--- src/rtl/lenet_fp16_pkg.sv ---
// Shared FP16 definitions for the LeNet pipeline stages.
// Field positions, special encodings and the argmax FSM states.
package lenet_fp16_pkg;

  localparam int SIGN_BIT = 15;
  localparam int EXP_MSB  = 14;
  localparam int EXP_LSB  = 10;
  localparam int MANT_MSB = 9;

  localparam logic [4:0] EXP_ALL_ONES = 5'h1F;

  localparam logic [15:0] POS_ZERO  = 16'h0000;
  localparam logic [15:0] NEG_ZERO  = 16'h8000;
  localparam logic [15:0] POS_INF   = 16'h7C00;
  localparam logic [15:0] CANON_NAN = 16'h7E00;

  typedef enum logic [1:0] {
    IDLE,
    SCAN,
    DONE
  } state_t;

endpackage

--- src/rtl/Float16Greater.sv ---
// FP16 ordering comparator: a_gt_b is high when floatA should replace floatB
// as a running maximum. Ports: floatA, floatB in; a_gt_b, a_is_nan, b_is_nan out.
module Float16Greater
  import lenet_fp16_pkg::*;
(
  input  logic [15:0] floatA,
  input  logic [15:0] floatB,
  output logic        a_gt_b,
  output logic        a_is_nan,
  output logic        b_is_nan
);

  logic [14:0] mag_a;
  logic [14:0] mag_b;
  logic        sign_a;
  logic        sign_b;
  logic        both_zero;
  logic        ordered_gt;

  assign mag_a  = floatA[EXP_MSB:0];
  assign mag_b  = floatB[EXP_MSB:0];
  assign sign_a = floatA[SIGN_BIT];
  assign sign_b = floatB[SIGN_BIT];

  assign a_is_nan = (floatA[EXP_MSB:EXP_LSB] == EXP_ALL_ONES)
                 && (floatA[MANT_MSB:0] != '0);
  assign b_is_nan = (floatB[EXP_MSB:EXP_LSB] == EXP_ALL_ONES)
                 && (floatB[MANT_MSB:0] != '0);

  // +0 and -0 must compare equal across the sign split
  assign both_zero = (mag_a == '0) && (mag_b == '0);

  always_comb begin
    ordered_gt = 1'b0;
    unique case ({sign_a, sign_b})
      2'b00:   ordered_gt = mag_a > mag_b;
      2'b01:   ordered_gt = !both_zero;
      2'b10:   ordered_gt = 1'b0;
      2'b11:   ordered_gt = mag_a < mag_b;
      default: ordered_gt = 1'b0;
    endcase
  end

  // a NaN never wins; anything real beats a NaN incumbent
  assign a_gt_b = !a_is_nan && (b_is_nan || ordered_gt);

endmodule

--- src/rtl/fp16_argmax_classifier.sv ---
// Latches an FP16 score vector and scans it one element per cycle for argmax.
// Ports: clk, reset, start, scores in; ready, busy, done, class_idx, max_score, all_nan out.
module fp16_argmax_classifier
  import lenet_fp16_pkg::*;
#(
  parameter int DATA_WIDTH  = 16,
  parameter int NUM_CLASSES = 10,
  parameter int IDX_WIDTH   = 8
) (
  input  logic                              clk,
  input  logic                              reset,
  input  logic                              start,
  input  logic [NUM_CLASSES*DATA_WIDTH-1:0] scores,
  output logic                              ready,
  output logic                              busy,
  output logic                              done,
  output logic [IDX_WIDTH-1:0]              class_idx,
  output logic [DATA_WIDTH-1:0]             max_score,
  output logic                              all_nan
);

  localparam int CW = $clog2(NUM_CLASSES);

  state_t state;
  state_t state_nx;

  logic [DATA_WIDTH-1:0] score_q [NUM_CLASSES];
  logic [DATA_WIDTH-1:0] best_val;
  logic [IDX_WIDTH-1:0]  best_idx;
  logic [CW-1:0]         idx;
  logic [DATA_WIDTH-1:0] cand;
  logic                  cand_wins;
  logic                  cand_nan;
  logic                  best_nan;
  logic                  last;

  assign cand = score_q[idx];
  assign last = (idx == CW'(NUM_CLASSES - 1));

  // best_nan is derived from best_val rather than stored separately
  Float16Greater u_cmp (
    .floatA   (cand),
    .floatB   (best_val),
    .a_gt_b   (cand_wins),
    .a_is_nan (cand_nan),
    .b_is_nan (best_nan)
  );

  always_ff @(posedge clk) begin
    if (reset) state <= IDLE;
    else       state <= state_nx;
  end

  always_comb begin
    state_nx = state;
    ready    = 1'b0;
    busy     = 1'b0;
    done     = 1'b0;
    unique case (state)
      IDLE: begin
        ready = 1'b1;
        if (start) state_nx = SCAN;
      end
      SCAN: begin
        busy = 1'b1;
        if (last) state_nx = DONE;
      end
      DONE: begin
        busy     = 1'b1;
        done     = 1'b1;
        state_nx = IDLE;
      end
      default: state_nx = IDLE;
    endcase
  end

  always_ff @(posedge clk) begin
    if (reset) begin
      for (int i = 0; i < NUM_CLASSES; i++)
        score_q[i] <= '0;
      best_val  <= '0;
      best_idx  <= '0;
      idx       <= '0;
      class_idx <= '0;
      max_score <= POS_ZERO;
      all_nan   <= 1'b0;
    end else begin
      unique case (state)
        IDLE: begin
          if (start) begin
            for (int i = 0; i < NUM_CLASSES; i++)
              score_q[i] <= scores[i*DATA_WIDTH +: DATA_WIDTH];
            best_val <= scores[DATA_WIDTH-1:0];
            best_idx <= '0;
            idx      <= CW'(1);
          end
        end
        SCAN: begin
          if (cand_wins) begin
            best_val <= cand;
            best_idx <= IDX_WIDTH'(idx);
          end
          idx <= idx + CW'(1);
          // publish including the final comparison made this edge
          if (last) begin
            class_idx <= cand_wins ? IDX_WIDTH'(idx) : best_idx;
            max_score <= cand_wins ? cand : best_val;
            all_nan   <= cand_wins ? cand_nan : best_nan;
          end
        end
        default: ;
      endcase
    end
  end

endmodule
--- config.mk ---
export PLATFORM = sky130hd
export DESIGN_NAME = fp16_argmax_classifier
export DESIGN_NICKNAME = d
export VERILOG_FILES = /design/src/rtl/lenet_fp16_pkg.sv /design/src/rtl/Float16Greater.sv /design/src/rtl/fp16_argmax_classifier.sv
export SDC_FILE = /design/constraint.sdc
export NUM_CORES = 1
export LEC_CHECK = 0
export BUFFER_PORTS_ARGS = -buffer_cell sky130_fd_sc_hd__buf_2
export CAP_MARGIN = 25
export CORE_MARGIN = 5
export CORE_UTILIZATION = 35
export CTS_BUF_LIST = sky130_fd_sc_hd__clkbuf_4 sky130_fd_sc_hd__clkbuf_8
export DETAILED_ROUTE_END_ITERATION = 12
export GPL_TIMING_DRIVEN = 0
export PLACE_DENSITY_LB_ADDON = 0.12
export SLEW_MARGIN = 20
export SYNTH_ARGS = -nofsm -noshare
export SYNTH_HDL_FRONTEND = slang
export SYNTH_SLANG_ARGS = --single-unit
--- constraint.sdc ---
create_clock -name clk -period 7.26 [get_ports clk]
set_clock_uncertainty 0.15 [all_clocks]
set_input_delay 1.452 -clock clk [delete_from_list [all_inputs] [get_ports clk]]
set_output_delay 1.452 -clock clk [all_outputs]
set_load 0.01 [all_outputs]
==> run_results.csv, run 1 <==
group,metric,value,unit
run_status,outcome,"finished, final reports clean",
placed_design,post-dp-hpwl,23570,um
drt,wirelength,31820,um
sta,rsz0062_at_grt,"false",
layout,multi_input_area,4278,sq um
worst_setup_path,timing.rr.end,"best_val[4]$_SDFFE_PP0P_",
worst_setup_path,critical_path_class,"reg2reg",
synthesis,synth-seq-cells,219,
synthesis,synthArstFlopShare,0,%
worst_setup_path,required,7490,ps
cts,cts.sinks,219,
floorplan,die_y,184.3,um
sta,final_hold_viol_count,0,
synthesis,ys_warn_count,0,
layout,mostFrequentLayoutCells,"196 x buf_2, 164 x and2_1, 160 x edfxtp_1, 59 x dfxtp_1, 57 x nand2_1",
pwr,power.density,252.7,nW/um^2
synthesis,seq_area_frac_synth,56.28,%
layout,nets,1317,
layout,postLayoutCellArea,12970,sq um
cts,cts_resized,0,
drt,drt_drc_violations_left,0,
grt,grt_pass1_vias,8055,
worst_setup_path,ff2ff_path_depth,18,
cts,cts_made_buffers,40,
floorplan,io_pins,191,
cts,htree_num_levels,2,
pwr,peakVddDrop,96.09,uV
placed_design,place_area,12170,sq um
grt,antenna_found_initial,3,
synthesis,syn_inst,899,
drt,num_vias,7866,
sta,period_share,70.99,%
sta,fmax,0.1940,GHz
floorplan,die_x,184.3,um
layout,fillers,2909,
worst_setup_path,arrival,5390,ps
placed_design,place.gp.congestion,0.8641,
layout,syn2layout_area_growth,21.91,%
worst_setup_path,critPathCaptureType,"register",
grt,overflow,0,
synthesis,syn-num-nets,1082,
sta,setup_violations,0,
layout,drive_above_1_share,28.92,%
drt,routed_via_density,5.065,
min_path,hold_class,"reg2reg",
floorplan,rows,63,
worst_setup_path,cp-endpoint,"best_val[4]$_SDFFE_PP0P_",
sta,hold-worst-slack,301.2,ps
sta,fin_crit,5154,ps
grt,grt_pass1_wl,47690,um
drt,drt_iter0_markers,540,
drt,first_pass_iters,5,
drt,post_drt_wl_per_cell,20.49,um
worst_setup_path,crit_path_max_fanout,10,
synthesis,ys.flop_type,"edfxtp_1",
sta,maxSlewViolCount,0,
grt,grt_max_degree,60,
floorplan,initial_core_util,35.70,%
floorplan,core,29800,sq um
cts,clkTransAtPathRegs,60,ps
cts,cts_setup_buffers,0,
job,max_cap_violations,0,
cts,postCtsHoldBufs,0,
layout,utilization,43.52,%
synthesis,synth_edf_count,160,
synthesis,syn_area_per_cell,11.83,sq um
min_path,hold_depth,2,
cts,clock_latency,550,ps
cts,cts-root-buf,"clkbuf_8",
worst_setup_path,reg2reg_slack,2110,ps
pwr,cellLeakagePower,5.154,nW
floorplan,dieArea,33980,sq um
placed_design,port_buffers,189,
synthesis,syn-cell-area,10640,sq um
cts,cts_tree,"done",
cts,cts_buffer_depth,3,
sta,maxSlewHeadroom,32.54,%
grt,grt_usage,18.48,%
worst_setup_path,start_kind,"register",
synthesis,ys_types,61,
layout,ff_latch_area,5986,sq um
drt,antenna_left,0,
sta,tightest_slew,1001,ps
layout,layout_commonest_cell,"buf_2",
cell families (layout without fill, tap and decap cells):
logic type	count (synthesis)	in the layout	synth area share, %
compound gates	160	160	11.00
fa+ha+maj	20	20	2.353
buf+inv	82	345	3.635
flops	219	219	56.28
mux	91	91	9.199
other cells	0	1	0
simple gates	327	327	17.54
area by class of cell:
cell class / instances / share of cell area [%]
Timing Repair Buffer: 193 / 7.970
Buffer: 63 / 2.431
Antenna cell: 1 / 0.01930
Multi-Input combinational cell: 598 / 32.99
Clock buffer: 60 / 5.741
Tap cell: 390 / 3.763
Sequential cell: 219 / 46.16
Clock inverter: 10 / 0.3763
Inverter: 19 / 0.5500
worst min-delay path by stage:
stage	startpoint	endpoint	slack (ps)
floorplan	best_idx[4]$_SDFFE_PP0P_	best_idx[4]$_SDFFE_PP0P_	280
global placement	class_idx[4]$_SDFFE_PP0P_	class_idx[4]$_SDFFE_PP0P_	290
detailed placement	class_idx[4]$_SDFFE_PP0P_	class_idx[4]$_SDFFE_PP0P_	290
CTS	class_idx[4]$_SDFFE_PP0P_	class_idx[4]$_SDFFE_PP0P_	300
global route	class_idx[3]$_SDFFE_PP0P_	class_idx[3]$_SDFFE_PP0P_	330
finish	class_idx[4]$_SDFFE_PP0P_	class_idx[4]$_SDFFE_PP0P_	300
flip-flops by register name, indices dropped and copies added (netlist names), named ones only:
register / count
state: 2
max_score: 16
best_val: 16
idx: 4
all_nan: 1
score_q: 160
class_idx: 8
best_idx: 8
stage by stage:
step / setup slack [ps] / power (mW) / std cells / setup TNS (ps)
floorplan: 659.5 / 1.924 / 899 / 0
global placement: -1270 / 2.141 / 1478 / -201410
detailed placement: 2179 / 2.140 / 1482 / 0
CTS: 2155 / 3.307 / 1552 / 0
global route: 1908 / 3.438 / 1552 / 0
finish: 2106 / 3.277 / 1553 / 0
report_power, final:
part	leakage [nW]	switching, mW	internal, mW
registers	2.22	0.0323	1.45
logic	2.52	0.379	0.257
clock network	0.418	0.509	0.652
total	5.15	0.921	2.36
layer usage:
metal  track usage [%]  up-vias  share of wire, %
met5                 0        -                 0
li1                  -     3779                 -
met2             29.97      260                47
met1             26.32     3790                46
met4             3.549        0               1.3
met3             3.197       37               5.8
critical path, cell delays in order (launching register included):
cell	delay, ps
dfxtp_1	330
buf_6	140
buf_6	190
buf_6	190
buf_6	210
buf_6	190
mux2i_1	110
a22oi_1	250
o221ai_1	190
o21ai_1	570
ha_1	360
and4_1	260
a221oi_1	500
a21boi_0	250
a211oi_2	360
o21a_4	220
buf_6	190
mux2i_1	220
o22ai_1	100
Yosys cell counts, types with 6 or more instances:
| cell type | count | area share (%) |
|---|---|---|
| and2_1 | 164 | 9.6 |
| edfxtp_1 | 160 | 45 |
| dfxtp_1 | 59 | 11 |
| nand2_1 | 57 | 2.0 |
| clkbuf_1 | 44 | 1.6 |
| mux2i_1 | 43 | 4.0 |
| mux2_2 | 40 | 4.2 |
| a21oi_1 | 32 | 1.5 |
| nor2_1 | 30 | 1.1 |
| o22ai_1 | 28 | 1.6 |
| ha_1 | 20 | 2.4 |
| inv_1 | 19 | 0.67 |
| a31oi_1 | 16 | 0.94 |
| nand3_1 | 14 | 0.66 |
| nand4_1 | 14 | 0.82 |
| a22o_1 | 13 | 1.1 |
| o31ai_1 | 11 | 0.78 |
| a22oi_1 | 10 | 0.71 |
| nor3b_1 | 10 | 0.71 |
| o21ai_0 | 7 | 0.33 |
| buf_2 | 6 | 0.28 |
| buf_6 | 6 | 0.64 |
| mux2_1 | 6 | 0.64 |
| nand2b_1 | 6 | 0.35 |
| nor3_1 | 6 | 0.28 |
No activity file was read; power rests on OpenSTA's default activity.
==> run 2, diff against run 1 <==
--- a/config.mk
+++ b/config.mk
@@ -5,6 +5,7 @@
 export SDC_FILE = /design/constraint.sdc
 export NUM_CORES = 1
 export LEC_CHECK = 0
+export ABC_AREA = 1
 export BUFFER_PORTS_ARGS = -buffer_cell sky130_fd_sc_hd__buf_2
 export CAP_MARGIN = 25
 export CORE_MARGIN = 5
==> constraint.sdc (replaced) <==
create_clock -name clk -period 5.05 [get_ports clk]
set_clock_uncertainty 0.15 [all_clocks]
set_input_delay 1.01 -clock clk [delete_from_list [all_inputs] [get_ports clk]]
set_output_delay 1.01 -clock clk [all_outputs]
set_load 0.01 [all_outputs]
==> run 2 against run 1 <==
Against the previous run: total power rose by 51%; sequential power up 49%; combinational power increased by 73%; count of clock-buffer cells in the layout is 2 lower; largest cell class unchanged; largest power group unchanged.
==> run_results.csv, run 2 <==
group,metric,value,unit
pwr,p_switching,1.556,mW
drt,drt_drc_violations_left,0,
sta,maxSlewViolCount,0,
floorplan,io_pins,191,
floorplan,initial_core_util,35.41,%
synthesis,syn-num-nets,1497,
pwr,pwr-share-seq,44.6,%
drt,wirelength,33610,um
synthesis,yosysMostFrequentCell,"nor2_1",
layout,diodes,0,
sta,setup_ws,1177,ps
pwr,cellLeakagePower,6.339,nW
sta,fmax,0.2582,GHz
pwr,swShare,31.44,%
layout,largest_register_ffs,160,
synthesis,synth_compound_area_share,7.796,%
grt,grt_pass1_vias,9262,
sta,maxSlewHeadroom,52.00,%
worst_setup_path,crit_top_cell,"nand2_1",
pwr,p_total,4.948,mW
drt,post_drt_wl_per_cell,17.04,um
cts,cts-root-buf,"clkbuf_8",
sta,fin_crit,3873,ps
grt,overflow,0,
layout,syn2layout_area_growth,20.87,%
placed_design,pre_cts_slack,1206,ps
synthesis,yosysTopAreaCell,"edfxtp_1",
worst_setup_path,critical_path_class,"reg2reg",
worst_setup_path,required,5340,ps
worst_setup_path,critPathMaxStageDelay,420,ps
placed_design,port_buffers,190,
cts,cts_made_buffers,40,
pwr,power.density,377.9,nW/um^2
synthesis,synth_mux_area_share,0,%
sta,setup_violations,0,
placed_design,post-dp-hpwl,25340,um
sta,tightest_slew,718.0,ps
cts,cts_setup_buffers,0,
worst_setup_path,start_kind,"register",
grt,antenna_found_initial,0,
sta,final_hold_viol_count,0,
synthesis,synth_xor_area_share,0,%
worst_setup_path,critPathCaptureType,"register",
drt,antenna_left,0,
run_status,outcome,"finished, final reports clean",
layout,fillers,3217,
synthesis,synth-seq-cells,219,
worst_setup_path,timing.rr.end,"best_val[9]$_SDFFE_PP0P_",
synthesis,synth_edf_count,160,
layout,drive_above_1_share,18.78,%
layout,postLayoutCellArea,13090,sq um
cts,clkTransAtPathRegs,60,ps
drt,drt_iter0_markers,734,
layout,nets,1730,
grt,grt_max_degree,82,
placed_design,dp.cells,1901,
placed_design,place_area,12320,sq um
drt,num_vias,9150,
floorplan,rows,64,
cts,cts_buffer_depth,3,
synthesis,synthAdderAreaFrac,2.310,%
drt,routed_via_density,4.640,
cts,cts_resized,0,
floorplan,core,30590,sq um
pwr,pwr-share-comb,22.2,%
placed_design,place.gp.congestion,0.8543,
synthesis,synthTopCellsByCount,"271 x nor2_1, 249 x inv_1, 196 x nand2_1",
worst_setup_path,slowest_stage,"dfxtp_1",
synthesis,synth_top_family_by_area,"simple AND/OR/NAND/NOR gates",
synthesis,ys.flop_type,"edfxtp_1",
cts,htree_num_levels,2,
pwr,p_clk_share,33.1,%
layout,largest-register,"score_q",
synthesis,syn_area_per_cell,8.244,sq um
job,max_cap_violations,0,
floorplan,die_x,185.9,um
cts,cts_tree,"done",
layout,mostFrequentLayoutCells,"271 x nor2_1, 249 x inv_1, 205 x buf_2, 195 x nand2_1, 160 x edfxtp_1",
cts,cts.sinks,219,
worst_setup_path,arrival,4160,ps
worst_setup_path,reg2reg_slack,1180,ps
min_path,hold_class,"reg2reg",
synthesis,syn_inst,1314,
synthesis,syn-cell-area,10830,sq um
synthesis,synthArstFlopShare,0,%
worst_setup_path,crit_path_max_fanout,10,
layout,layout_commonest_cell,"nor2_1",
floorplan,die_y,185.9,um
synthesis,synthTopCellsByArea,"edfxtp_1 44%, dfxtp_1 11%, nor2_1 9.4%, inv_1 8.6%, nand2_1 6.8%",
grt,grt_pass1_wl,51760,um
pwr,p_int,3.392,mW
layout,reg_top3,"score_q: 160 flops, best_val: 16 flops, max_score: 16 flops",
worst_setup_path,ff2ff_path_depth,25,
synthesis,yosys.area.top_type_share,44.35,%
worst_setup_path,cp-endpoint,"best_val[9]$_SDFFE_PP0P_",
synthesis,synth_simple_gate_area_share,22.58,%
grt,grt_usage,19.60,%
pwr,peakVddDrop,144.4,uV
drt,first_pass_iters,8,
synthesis,ys_types,29,
floorplan,dieArea,34570,sq um
cts,clock_latency,540,ps
sta,period_share,76.70,%
sta,rsz0062_at_grt,"false",
layout,final_cells,1972,
cts,postCtsHoldBufs,0,
synthesis,seq_area_frac_synth,55.26,%
synthesis,ys_warn_count,0,
-- run 2: how the worst min path moves through the flow --
stage / end / slack [ps] / start / cells past startpoint
after floorplan: best_idx[4]$_SDFFE_PP0P_ / 280 / best_idx[4]$_SDFFE_PP0P_ / 2
after global placement: best_idx[4]$_SDFFE_PP0P_ / 280 / best_idx[4]$_SDFFE_PP0P_ / 2
after detailed placement: best_idx[6]$_SDFFE_PP0P_ / 280 / best_idx[6]$_SDFFE_PP0P_ / 2
after CTS: best_idx[6]$_SDFFE_PP0P_ / 290 / best_idx[6]$_SDFFE_PP0P_ / 2
after global routing: best_idx[5]$_SDFFE_PP0P_ / 320 / best_idx[5]$_SDFFE_PP0P_ / 2
final: best_idx[4]$_SDFFE_PP0P_ / 290 / best_idx[4]$_SDFFE_PP0P_ / 2
-- run 2: final cells by class --
type / count / area (sq um) / area share [%]
plain buffers: 67 / 345.3 / 2.637
clock buffers: 58 / 704.4 / 5.380
clock inverters: 13 / 66.31 / 0.5065
inverters: 256 / 960.9 / 7.339
multi-input cells: 772 / 3557 / 27.17
flip-flops and latches: 219 / 5986 / 45.71
well taps: 396 / 495.5 / 3.784
repair buffers: 191 / 978.4 / 7.473
-- run 2: critical path, delay by kind of cell (launching register included) --
kind                     cells  cell delay [ps]
buffers and inverters        6              750
adder cells (fa/ha/maj)      1              310
AND/OR/NAND/NOR             16             1620
AO/OA/AOI/OAI                2              540
flip-flops                   1              420
-- run 2: logic make-up (layout without fill, tap and decap cells) --
family,Yosys count,count (layout)
flip-flops,219,219
AND/OR/NAND/NOR,602,602
AO/OA/AOI/OAI,150,150
buffers and inverters,323,585
adder cells (fa/ha/maj),20,20
-- run 2: power by group through the flow --
stage / Sequential [mW] / Clock (mW) / Combinational (mW)
final: 2.21 / 1.64 / 1.10
after detailed placement: 2.24 / 0 / 1.10
after CTS: 2.21 / 1.68 / 1.11
after global placement: 2.26 / 0 / 1.09
after global routing: 2.23 / 1.78 / 1.25
after floorplan: 2.23 / 0 / 0.730
-- run 2: per-layer routing --
layer	wire, um	part of all wire [%]	GRT usage [%]	vias to the layer above
li1	-	-	-	4629
met2	14810	44	30.73	298
met5	0	0	0	-
met3	2145	6.4	3.654	49
met4	631	1.9	4.634	0
met1	16020	48	28.28	4174
-- run 2: stage by stage --
stage | setup TNS [ps] | hold WS (ps) | utilization [%]
after global placement | -35400 | 283.4 | 40.15
after CTS | 0 | 294.3 | 42.81
after floorplan | 0 | 275.2 | -
final | 0 | 293.4 | 42.81
after global routing | 0 | 321.7 | 42.81
after detailed placement | 0 | 284.6 | 40.29
